--- config.mk ---
export PLATFORM = sky130hd
export DESIGN_NAME = pcc_frame_loader
export DESIGN_NICKNAME = d
export VERILOG_FILES = /design/src/rtl/pcc_frame_loader.sv
export SDC_FILE = /design/constraint.sdc
export NUM_CORES = 1
export LEC_CHECK = 0
export ABC_AREA = 1
export BUFFER_PORTS_ARGS = -buffer_cell sky130_fd_sc_hd__buf_4
export CORE_MARGIN = 2
export CORE_UTILIZATION = 35
export DETAILED_ROUTE_END_ITERATION = 8
export SLEW_MARGIN = 25
export SYNTH_ARGS = -nofsm -noshare
export SYNTH_HDL_FRONTEND = slang
export SYNTH_SLANG_ARGS = --single-unit
--- constraint.sdc ---
create_clock -name clk -period 1.69 [get_ports clk]
set_input_delay 0.338 -clock clk [delete_from_list [all_inputs] [get_ports clk]]
set_output_delay 0.338 -clock clk [all_outputs]
set_load 0.1 [all_outputs]
--- src/rtl/pcc_frame_loader.sv ---
`default_nettype none
// +----------------------------------------------------------------------------+
// | Module      : pcc_frame_loader                                             |
// | Description : Bit-serial to parallel front end for the popcount-compare    |
// |               classifier. Frames a valid/ready serial stream into the      |
// |               pos/neg feature vectors, holds each frame until accepted,    |
// |               flags framing errors and resynchronises on s_last.           |
// |               Optional macro PCC_LOADER_PARITY_EN adds a trailing          |
// |               even-parity beat to every frame.                             |
// | Revision    : 1.0 - initial release                                        |
// +----------------------------------------------------------------------------+
module pcc_frame_loader #(
  parameter int N_POS = 1,
  parameter int N_NEG = 2
) (
  input  logic             clk,
  input  logic             rst_n,
  input  logic             s_valid,
  output logic             s_ready,
  input  logic             s_bit,
  input  logic             s_last,
  output logic             m_valid,
  input  logic             m_ready,
  output logic [N_POS-1:0] pos,
  output logic [N_NEG-1:0] neg,
  output logic             frame_err
);

  localparam int c_FRAME_LEN = N_POS + N_NEG;
  localparam int c_CW        = $clog2(c_FRAME_LEN + 1);
`ifdef PCC_LOADER_PARITY_EN
  // One extra trailing beat carries the even-parity bit.
  localparam int c_BEATS     = c_FRAME_LEN + 1;
`else
  localparam int c_BEATS     = c_FRAME_LEN;
`endif

  typedef enum logic [1:0] {
    S_LOAD = 2'd0,
    S_HOLD = 2'd1,
    S_DROP = 2'd2
  } state_t;

  state_t                 r_state;
  state_t                 w_state_nxt;
  logic [c_CW-1:0]        r_cnt;
  logic [c_CW-1:0]        w_cnt_nxt;
  logic [c_FRAME_LEN-1:0] r_vec;
  logic [c_FRAME_LEN-1:0] w_vec_nxt;
  logic                   r_err;
  logic                   w_err_nxt;
  logic                   w_accept;
  logic                   w_last_beat;
  logic                   w_par_ok;

  assign s_ready     = (r_state != S_HOLD);
  assign m_valid     = (r_state == S_HOLD);
  assign frame_err   = r_err;
  assign pos         = r_vec[N_POS-1:0];
  assign neg         = r_vec[c_FRAME_LEN-1:N_POS];

  assign w_accept    = s_valid && s_ready;
  assign w_last_beat = (r_cnt == c_CW'(c_BEATS - 1));

`ifdef PCC_LOADER_PARITY_EN
  // Feature bits XOR parity bit must be zero for even parity.
  assign w_par_ok    = ~^{r_vec, s_bit};
`else
  assign w_par_ok    = 1'b1;
`endif

  // State, counter, vector and error-pulse registers.
  always_ff @(posedge clk or negedge rst_n) begin
    if (!rst_n) begin
      r_state <= S_LOAD;
      r_cnt   <= '0;
      r_vec   <= '0;
      r_err   <= 1'b0;
    end else begin
      r_state <= w_state_nxt;
      r_cnt   <= w_cnt_nxt;
      r_vec   <= w_vec_nxt;
      r_err   <= w_err_nxt;
    end
  end

  // Next-state logic: beat capture, framing checks and handshake.
  always_comb begin
    w_state_nxt = r_state;
    w_cnt_nxt   = r_cnt;
    w_vec_nxt   = r_vec;
    w_err_nxt   = 1'b0;
    case (r_state)
      S_LOAD: begin
        if (w_accept) begin
          // Parity beat (index c_FRAME_LEN) matches no slot and writes nothing.
          for (int i = 0; i < c_FRAME_LEN; i++) begin
            if (r_cnt == c_CW'(i)) w_vec_nxt[i] = s_bit;
          end
          if (w_last_beat) begin
            w_cnt_nxt = '0;
            if (!s_last) begin
              // Long frame: discard and skip to the next s_last.
              w_err_nxt   = 1'b1;
              w_vec_nxt   = '0;
              w_state_nxt = S_DROP;
            end else if (!w_par_ok) begin
              w_err_nxt   = 1'b1;
              w_vec_nxt   = '0;
            end else begin
              w_state_nxt = S_HOLD;
            end
          end else if (s_last) begin
            // Short frame: discard and restart immediately.
            w_err_nxt = 1'b1;
            w_vec_nxt = '0;
            w_cnt_nxt = '0;
          end else begin
            w_cnt_nxt = r_cnt + c_CW'(1);
          end
        end
      end
      S_DROP: begin
        if (w_accept && s_last) begin
          w_state_nxt = S_LOAD;
          w_cnt_nxt   = '0;
        end
      end
      S_HOLD: begin
        if (m_ready) w_state_nxt = S_LOAD;
      end
      default: begin
        w_state_nxt = S_LOAD;
        w_cnt_nxt   = '0;
      end
    endcase
  end

endmodule
`default_nettype wire

==> flow_metrics.tcl, run 1 <==
set metrics [dict create \
    status "finished, final reports clean" \
    grt_antenna_before_repair 0 \
    yosysUniqueCellTypes 14 \
    syn_area_um2 473 \
    period_needed_ns 1.53 \
    synthMuxAreaShare_pct 0 \
    slew_violations 0 \
    holdPathStages 3 \
    num_vias 417 \
    core-area_um2 1280 \
    clock_tree.buffer_depth 2 \
    critPathMaxStageDelay_ns 0.43 \
    hpwlAfterDp_um 696 \
    grt_max_degree 9 \
    leakage_uw 0.000317 \
    synth_seq_cells 8 \
    synthAdderAreaFrac_pct 7.94 \
    crit_buf_inv 3 \
    insertion_delay_ns 0.25 \
    worstSetupPathType "reg2out" \
    dr_wl_met3_um 56 \
    drt-met1-wl_um 371 \
    rows 13 \
    grt_pass1_wl_um 1340 \
    die_height_um 40.8 \
    grt-ovfl-total 0 \
    fin_skew_ns 0.000870 \
    post-cts-setup-buffers 0 \
    power_uw 1160 \
    place_area_um2 574 \
    crit_chain "inv_1 > nor2_4 > inv_1 > buf_4" \
    hp-class "in2reg" \
    ir_drop_v 0.000820 \
    cp_top_family "buffers and inverters" \
    ys_seq_area_share_pct 42.3 \
    ys_warn_count 0 \
    hold_viol 0 \
    fp.dieW_um 40.8 \
    nets 84 \
    p_sw_share_pct 55.3 \
    worst_pin_slew_ns 0.373 \
    antenna_left 0 \
    root_buffer "clkbuf_4" \
    gp_routability_congestion 0.714 \
    reg2reg_from "r_cnt[0]" \
    initial_core_util_pct 36.8 \
    track_usage_pct 13.5 \
    cp.arrival_ns 1.19 \
    internal_power_uw 519 \
    synth-simple-area-share_pct 33.1 \
    grt_pass1_vias 342 \
    grt_setup_unrepaired "no" \
    dieArea_um2 1660 \
    cp-end-kind "output pin" \
    slew-limit-headroom_pct 75.0 \
    min_period_over_period_pct 90.3 \
    syn-num-nets 68 \
    tritoncts "done" \
    stdcell_area_um2 607 \
    cap_violations 0 \
    wl_met2_um 418 \
    worstSetupStartpointType "register" \
    synthCells 59 \
    dr.max_layer_used "met4" \
    finalSetupTns_ns 0 \
    hold_start "s_bit" \
    p_comb_share_pct 59.7 \
    place_inst 84 \
    cp.required_ns 1.35 \
    fin_cells 88 \
    r2r_slack_ns 0.36 \
    pin_count 12 \
    viasPerCell 4.74 \
    drive_above_1_share_pct 24.7 \
    r2r_end "r_cnt[1]" \
    drc 0 \
    reg2reg_depth 5 \
    htreeDepth 1 \
    postRouteWirelength_um 868 \
    routedWlPerCell_um 9.86 \
    hold-path-endpoint "r_vec[2]" \
    crit_top_cell "inv_1" \
    io_buffer_count 11 \
    hold_slack_ns 0.370 \
    cts.clk_slew.worst_paths_ns 0.05 \
    crit_slowest_cell "dfrtp_1" \
    diodes 0 \
    p_switching_uw 641 \
    dr.pass1.iters 4 \
    synth_top_family_by_area "simple AND/OR/NAND/NOR gates" \
    power_density_nw_per_um2 1910 \
    crit_fanout 5 \
    area_delta_synth_final_pct 28.3 \
    synth.avg_cell_area_um2 8.02 \
    setup_viol 0 \
    drt_iter0_markers 12 \
    cts_buffers 3 \
    synthXorXnorAreaFrac_pct 0 \
    clockPowerShare_pct 12.4 \
    p_seq_share_pct 27.9 \
    clock_sinks 8 \
    cts-resized-gates 0 \
    max_freq_ghz 0.655 \
    synth_compound_area_share_pct 6.35 \
]
-- synth_stat cells --
master,n,area share [%]
nand2_4,1,2.4
nand2_1,13,10
buf_4,1,1.6
dfrtp_1,8,42
o21ai_1,2,2.1
nand3_1,6,6.3
nand4_1,3,4.0
nor2_1,4,3.2
nor3_4,1,3.4
o21ai_0,4,4.2
nor3_1,1,1.1
ha_1,3,7.9
inv_1,11,8.7
nor2_4,1,2.4
-- how the worst max path moves through the flow --
stage,from,endpoint,cells after the start
floorplan,r_state[0],s_ready,3
finish,r_state[0],s_ready,4
global placement,r_cnt[0],r_cnt[1],5
global route,r_state[0],s_ready,4
CTS,r_state[0],s_ready,4
detailed placement,r_cnt[0],r_cnt[1],5
-- through the flow --
stage | util (%) | setup WS [ns]
2_1_floorplan | - | -0.227
3_3_place_gp | 44.7 | 0.418
3_5_place_dp | 44.7 | 0.394
4_1_cts | 47.2 | 0.149
5_1_grt | 47.2 | 0.114
6_report | 47.2 | 0.163
-- kinds of logic (layout without fill, tap and decap cells) --
| kind of cell | Yosys count | after routing |
|---|---|---|
| compound gates | 6 | 6 |
| buf+inv | 12 | 26 |
| simple gates | 30 | 30 |
| flops | 8 | 8 |
| fa+ha+maj | 3 | 3 |
-- routing by layer --
| layer | track usage [%] | vias to the layer above |
|---|---|---|
| met5 | 0 | - |
| met4 | 7.50 | 0 |
| met3 | 9.78 | 4 |
| met2 | 20.2 | 8 |
| met1 | 13.5 | 189 |
| li1 | - | 216 |
-- sequential cells by signal (all words and copies together), names as in the netlist --
register and count:
r_vec 3, r_cnt 2, frame_err 1, r_state 2
-- cell type report --
class	count	area (um^2)
fillers	130	678
multi-input cells	39	231
flip-flops and latches	8	200
repair buffers	12	92.6
inverters	11	41.3
clock buffers	3	22.5
well taps	15	18.8
-- tightest hold or removal path: cells and delay by family --
family | cells | cell delay, ns
compound gates | 1 | 0.07
simple gates | 1 | 0.05
buf+inv | 1 | 0.11
-- placed cells by master (no fill, tap or decap) --
master	synthesis	layout
nor3_4	1	1
nor2_4	1	2
dfrtp_1	8	8
o21ai_1	2	2
clkbuf_4	0	3
dlygate4sd3_1	0	1
nand4_1	3	3
nand3_1	6	6
nor2_1	4	3
nand2_1	13	13
ha_1	3	3
inv_1	11	11
buf_4	1	11
o21ai_0	4	4
nor3_1	1	1
nand2_4	1	1
-- what timing repair did --
item / in CTS / in global routing
hold buffers: 1 / 0
endpoints found under the hold margin: 8 / 0
setup endpoints to repair: 0 / 0
-- power groups by stage --
stage	Sequential, uW	Clock [uW]	Combinational (uW)
floorplan	577	0	305
global placement	325	0	694
detailed placement	327	0	696
CTS	324	151	699
global route	331	160	751
finish	324	143	693
Note: power is estimated with default switching activity, not from simulation.
==> run 2, diff against run 1 <==
--- a/config.mk
+++ b/config.mk
@@ -5,7 +5,6 @@
 export SDC_FILE = /design/constraint.sdc
 export NUM_CORES = 1
 export LEC_CHECK = 0
-export ABC_AREA = 1
 export BUFFER_PORTS_ARGS = -buffer_cell sky130_fd_sc_hd__buf_4
 export CORE_MARGIN = 2
 export CORE_UTILIZATION = 35
==> run 2 against run 1 <==
Effect of this change: core utilization rose by 4.9 points; critical path type is now reg2reg; critical endpoint is now r_cnt[1]; maximum frequency fell by 6.5%; via count fell by 5.3%; combinational power barely moved; total power rose by 2.1%; hold slack got worse by 0.050 ns; sequential power rose by 6.2%; die area fell by 3.6%; critical path depth rose by 1; sequential share of layout area rose by 0.41 points; final cell count fell by 18%.
==> flow_metrics.tcl, run 2 <==
set metrics [dict create \
    status "finished, final reports clean" \
    syn_area_um2 454 \
    synth_area_leaders "dfrtp_1, ha_1, a211oi_1, a211o_1, a32oi_1" \
    largest_reg_flops 3 \
    p_seq_share_pct 29.1 \
    clockPowerShare_pct 12.3 \
    stdcell_area_um2 603 \
    critPathMaxStageDelay_ns 0.55 \
    antenna_left 0 \
    crit_fanout 4 \
    holdPathStages 2 \
    die_height_um 40.0 \
    slew-limit-headroom_pct 74.5 \
    htreeDepth 1 \
    fp.dieW_um 40.0 \
    synth_edf_count 0 \
    diodes 0 \
    fin_skew_ns 0.00186 \
    cap_violations 0 \
    synthCells 43 \
    dieArea_um2 1600 \
    root_buffer "clkbuf_4" \
    worstSetupStartpointType "register" \
    min_period_over_period_pct 96.6 \
    cts_buffers 3 \
    crit_chain "inv_2 > ha_1 > or4b_4 > nor3b_2 > a211o_1" \
    hold_viol 0 \
    io_buffer_count 11 \
    ys_warn_count 0 \
    routedWlPerCell_um 13.5 \
    yosysUniqueCellTypes 22 \
    async_reset_ff_share_pct 100 \
    grt_antenna_before_repair 0 \
    synth_seq_cells 8 \
    drt_iter0_markers 3 \
    ir_drop_v 0.00104 \
    grt_max_degree 10 \
    power_density_nw_per_um2 1960 \
    r2r_slack_ns 0.06 \
    cp.arrival_ns 1.83 \
    clock_sinks 8 \
    dr.pass1.iters 3 \
    clock_tree.buffer_depth 2 \
    hold_start "s_last" \
    viasPerCell 5.49 \
    finalSetupTns_ns 0 \
    insertion_delay_ns 0.25 \
    rows 12 \
    drive_above_1_share_pct 41.4 \
    grt_pass1_wl_um 1540 \
    reg2reg_from "r_cnt[0]" \
    yosysMostFrequentCell "dfrtp_1" \
    hp-class "in2reg" \
    initial_core_util_pct 39.3 \
    internal_power_uw 553 \
    reg2reg_depth 5 \
    period_needed_ns 1.63 \
    nets 69 \
    core-area_um2 1160 \
    synth_top_area_cell "dfrtp_1" \
    r2r_end "r_cnt[1]" \
    grt_pass1_vias 370 \
    p_comb_share_pct 58.6 \
    hold-path-endpoint "r_state[1]" \
    drc 0 \
    ys_seq_area_share_pct 44.1 \
    cts.clk_slew.worst_paths_ns 0.05 \
    hpwlAfterDp_um 721 \
    crit_slowest_cell "or4b_4" \
    max_freq_ghz 0.613 \
    track_usage_pct 14.9 \
    cp-end-kind "register" \
    pin_count 12 \
    slew_violations 0 \
    postRouteWirelength_um 972 \
    p_switching_uw 632 \
    final_cell_mix "buf_4, dfrtp_1" \
    worstSetupPathType "reg2reg" \
    num_vias 395 \
    syn-num-nets 52 \
    synthFlopType "dfrtp_1" \
    cp.required_ns 1.88 \
    place_area_um2 564 \
    p_sw_share_pct 53.4 \
    grt_setup_unrepaired "no" \
    worst_pin_slew_ns 0.380 \
    synth_top_area_share_pct 44.1 \
    top_register "r_vec" \
    grt-ovfl-total 0 \
    synth.avg_cell_area_um2 10.6 \
    final_common_cell "buf_4" \
    gp_routability_congestion 0.835 \
    tritoncts "done" \
    setup_viol 0 \
    largestRegisters "r_vec x3, r_cnt x2, r_state x2" \
    area_delta_synth_final_pct 32.8 \
    leakage_uw 0.000290 \
]
run 2: cell type report:
type / count / area, um^2
fill: 102 / 553
timing repair buffer: 13 / 100
tap: 14 / 17.5
clock buffer: 3 / 22.5
multi-input combinational: 31 / 250
sequential: 8 / 201
inverter: 3 / 11.3
run 2: metrics by stage:
stage	utilization, %	total power [uW]	worst slack, ns	cells	hold WS, ns
global placement	48.8	1010	0.176	68	0.161
finish	52.2	1190	0.0580	72	0.320
floorplan	-	872	-0.281	43	0.0424
CTS	51.6	1180	0.0371	72	0.316
global route	52.2	1260	0.0232	72	0.324
detailed placement	48.8	1030	0.106	68	0.163
run 2: worst max path at each step:
stage / start / end / slack (ns) / depth (start not counted)
2_1_floorplan: r_state[0] / s_ready / -0.28 / 3
3_3_place_gp: r_cnt[0] / r_cnt[1] / 0.18 / 5
3_5_place_dp: r_cnt[0] / r_cnt[1] / 0.11 / 5
4_1_cts: r_state[0] / m_valid / 0.04 / 2
5_1_grt: r_cnt[0] / r_cnt[1] / 0.02 / 5
6_report: r_cnt[0] / r_cnt[1] / 0.06 / 5
run 2: cell families after synthesis:
group | synth area share (%)
adder cells (fa/ha/maj) | 8.27
AO/OA/AOI/OAI | 14.9
AND/OR/NAND/NOR | 24.8
multiplexers | 2.48
buffers and inverters | 3.58
XOR/XNOR | 1.93
flip-flops | 44.1
run 2: metal layers:
| metal | up-vias | global-route usage [%] | wire length, um |
|---|---|---|---|
| met5 | - | 0 | 0 |
| met4 | 0 | 5.17 | 21 |
| met3 | 4 | 5.00 | 73 |
| met2 | 14 | 24.2 | 450 |
| met1 | 188 | 18.1 | 427 |
| li1 | 189 | - | - |
run 2: power by group through the flow:
stage                     Combinational (uW)  Sequential (uW)  Clock, uW
after global routing                     737              358        161
final                                    694              344        146
after floorplan                          284              588          0
after global placement                   676              335          0
after CTS                                693              338        151
after detailed placement                 687              341          0
run 2: repair_timing:
action,4_1_cts,5_1_grt
hold endpoints to repair,8,0
buffers inserted,0,0
hold buffers,1,0
gates resized for setup,0,3
endpoints found under the setup margin,0,2
run 2: worst max-delay path: cells and delay by family, from the launching register on:
kind	cells	cell delay, ns
flops	1	0.42
fa+ha+maj	1	0.22
simple gates	2	0.75
buf+inv	1	0.07
compound gates	1	0.12
==> run 3, diff against run 2 <==
--- a/config.mk
+++ b/config.mk
@@ -6,8 +6,9 @@
 export NUM_CORES = 1
 export LEC_CHECK = 0
 export BUFFER_PORTS_ARGS = -buffer_cell sky130_fd_sc_hd__buf_4
-export CORE_MARGIN = 2
+export CORE_MARGIN = 8
 export CORE_UTILIZATION = 35
+export CTS_BUF_LIST = sky130_fd_sc_hd__clkbuf_8
 export DETAILED_ROUTE_END_ITERATION = 8
 export SLEW_MARGIN = 25
 export SYNTH_ARGS = -nofsm -noshare
==> run 3 against run 2 <==
Effect of this change: sequential share of layout area down 0.81 points; clock skew up 0.0017 ns; critical path depth unchanged; design area up 2.5%; final cell count up 1.4%.
==> flow_metrics.tcl, run 3 (synthesis results as in run 2) <==
set metrics [dict create \
    p_comb_share_pct 54.8 \
    leakage_uw 0.000295 \
    gp_routability_congestion 0.764 \
    fin_skew_ns 0.00354 \
    drt_iter0_markers 4 \
    worstSetupPathType "reg2reg" \
    dieArea_um2 2710 \
    grt_pass1_vias 374 \
    min_period_over_period_pct 92.2 \
    largestRegisters "r_vec x3, r_cnt x2, r_state x2" \
    fp.dieW_um 52.0 \
    grt-ovfl-total 0 \
    p_seq_share_pct 27.3 \
    crit_fanout 4 \
    cts_buffers 3 \
    cp.arrival_ns 1.72 \
    initial_core_util_pct 36.3 \
    area_delta_synth_final_pct 36.1 \
    drc 0 \
    slew_violations 0 \
    insertion_delay_ns 0.22 \
    grt_antenna_before_repair 0 \
    post-cts-setup-buffers 0 \
    worst_pin_slew_ns 0.357 \
    clock_tree.buffer_depth 2 \
    status "finished, final reports clean" \
    cp-end-kind "register" \
    final_cell_mix "buf_4, dfrtp_1" \
    r2r_slack_ns 0.13 \
    cts.clk_slew.worst_paths_ns 0.04 \
    cp.required_ns 1.85 \
    viasPerCell 4.93 \
    rows 13 \
    grt_max_degree 10 \
    clockPowerShare_pct 17.9 \
    core-area_um2 1250 \
    num_vias 360 \
    die_height_um 52.0 \
    p_switching_uw 627 \
    cap_violations 0 \
    grt_pass1_wl_um 1660 \
    r2r_end "r_cnt[1]" \
    drive_above_1_share_pct 37.9 \
    hold_viol 0 \
    period_needed_ns 1.56 \
    dr.pass1.iters 4 \
    top_register "r_vec" \
    hpwlAfterDp_um 721 \
    max_freq_ghz 0.642 \
    slew-limit-headroom_pct 76.0 \
    clock_sinks 8 \
    track_usage_pct 8.12 \
    worstSetupStartpointType "register" \
    crit_end "r_cnt[1]" \
    fin_util_pct 49.4 \
    pin_count 12 \
    reg2reg_depth 5 \
    diodes 0 \
    ir_drop_v 0.000758 \
    routedWlPerCell_um 13.3 \
    htreeDepth 1 \
    reg2reg_from "r_cnt[0]" \
    cp-startpoint "r_cnt[0]" \
    final_common_cell "buf_4" \
    largest_reg_flops 3 \
    io_buffer_count 11 \
    internal_power_uw 623 \
    tritoncts "done" \
    nets 69 \
    root_buffer "clkbuf_8" \
    finalSetupTns_ns 0 \
    power_density_nw_per_um2 2020 \
    grt_setup_unrepaired "no" \
    hp-class "in2reg" \
    setup_viol 0 \
    antenna_left 0 \
    p_sw_share_pct 50.1 \
    n_fill_cell 112 \
    postRouteWirelength_um 969 \
]
-- run 3: routing by layer --
layer	track usage (%)	vias to the layer above	routed length (um)	share of wire, %
met5	0	-	0	0
met4	2.65	0	0	0
met3	4.56	0	78	8.0
met2	11.2	9	390	40
met1	10.3	163	501	52
li1	-	188	-	-
-- run 3: cell type report --
| cell class | count | area [um^2] | area share, % |
|---|---|---|---|
| Tap cell | 15 | 18.8 | 3.04 |
| Timing Repair Buffer | 13 | 100 | 16.2 |
| Clock buffer | 3 | 41.3 | 6.68 |
| Sequential cell | 8 | 201 | 32.6 |
| Multi-Input combinational cell | 31 | 245 | 39.7 |
| Inverter | 3 | 11.3 | 1.82 |
-- run 3: worst min-delay path by stage --
stage            endpoint    start  slack [ns]  cells after the start
6_report       r_state[1]  s_valid        0.36                      2
3_5_place_dp     r_vec[0]    rst_n        0.17                      1
2_1_floorplan   frame_err    rst_n        0.04                      0
5_1_grt        r_state[1]  s_valid        0.37                      2
4_1_cts        r_state[1]  s_valid        0.36                      2
3_3_place_gp     r_vec[0]    rst_n        0.17                      1
-- run 3: repair_timing --
action / 4_1_cts / 5_1_grt
resized for setup: 0 / 1
hold endpoints to repair: 8 / 0
hold buffers: 1 / 0
endpoints found under the setup margin: 0 / 1
-- run 3: stage by stage --
step | setup WS, ns | cells | hold WS, ns | power (uW) | instance area [um^2]
2_1_floorplan | -0.281 | 43 | 0.0424 | 872 | 462
3_3_place_gp | 0.149 | 69 | 0.166 | 1020 | 566
3_5_place_dp | 0.141 | 69 | 0.166 | 1030 | 566
4_1_cts | 0.0723 | 73 | 0.356 | 1260 | 617
5_1_grt | 0.0695 | 73 | 0.370 | 1330 | 618
6_report | 0.133 | 73 | 0.362 | 1250 | 618
-- run 3: power groups by stage --
stage	Clock (uW)	Combinational, uW	Sequential, uW
after global placement	0	680	343
after CTS	231	688	340
after detailed placement	0	684	342
final	224	686	341
after floorplan	0	284	588
after global routing	243	734	355
-- run 3: worst max-delay path, stage by stage, from the launching register on --
cell,delay [ns]
dfrtp_1,0.38
inv_1,0.09
ha_1,0.21
or4b_4,0.53
nor3b_2,0.18
a211o_1,0.11
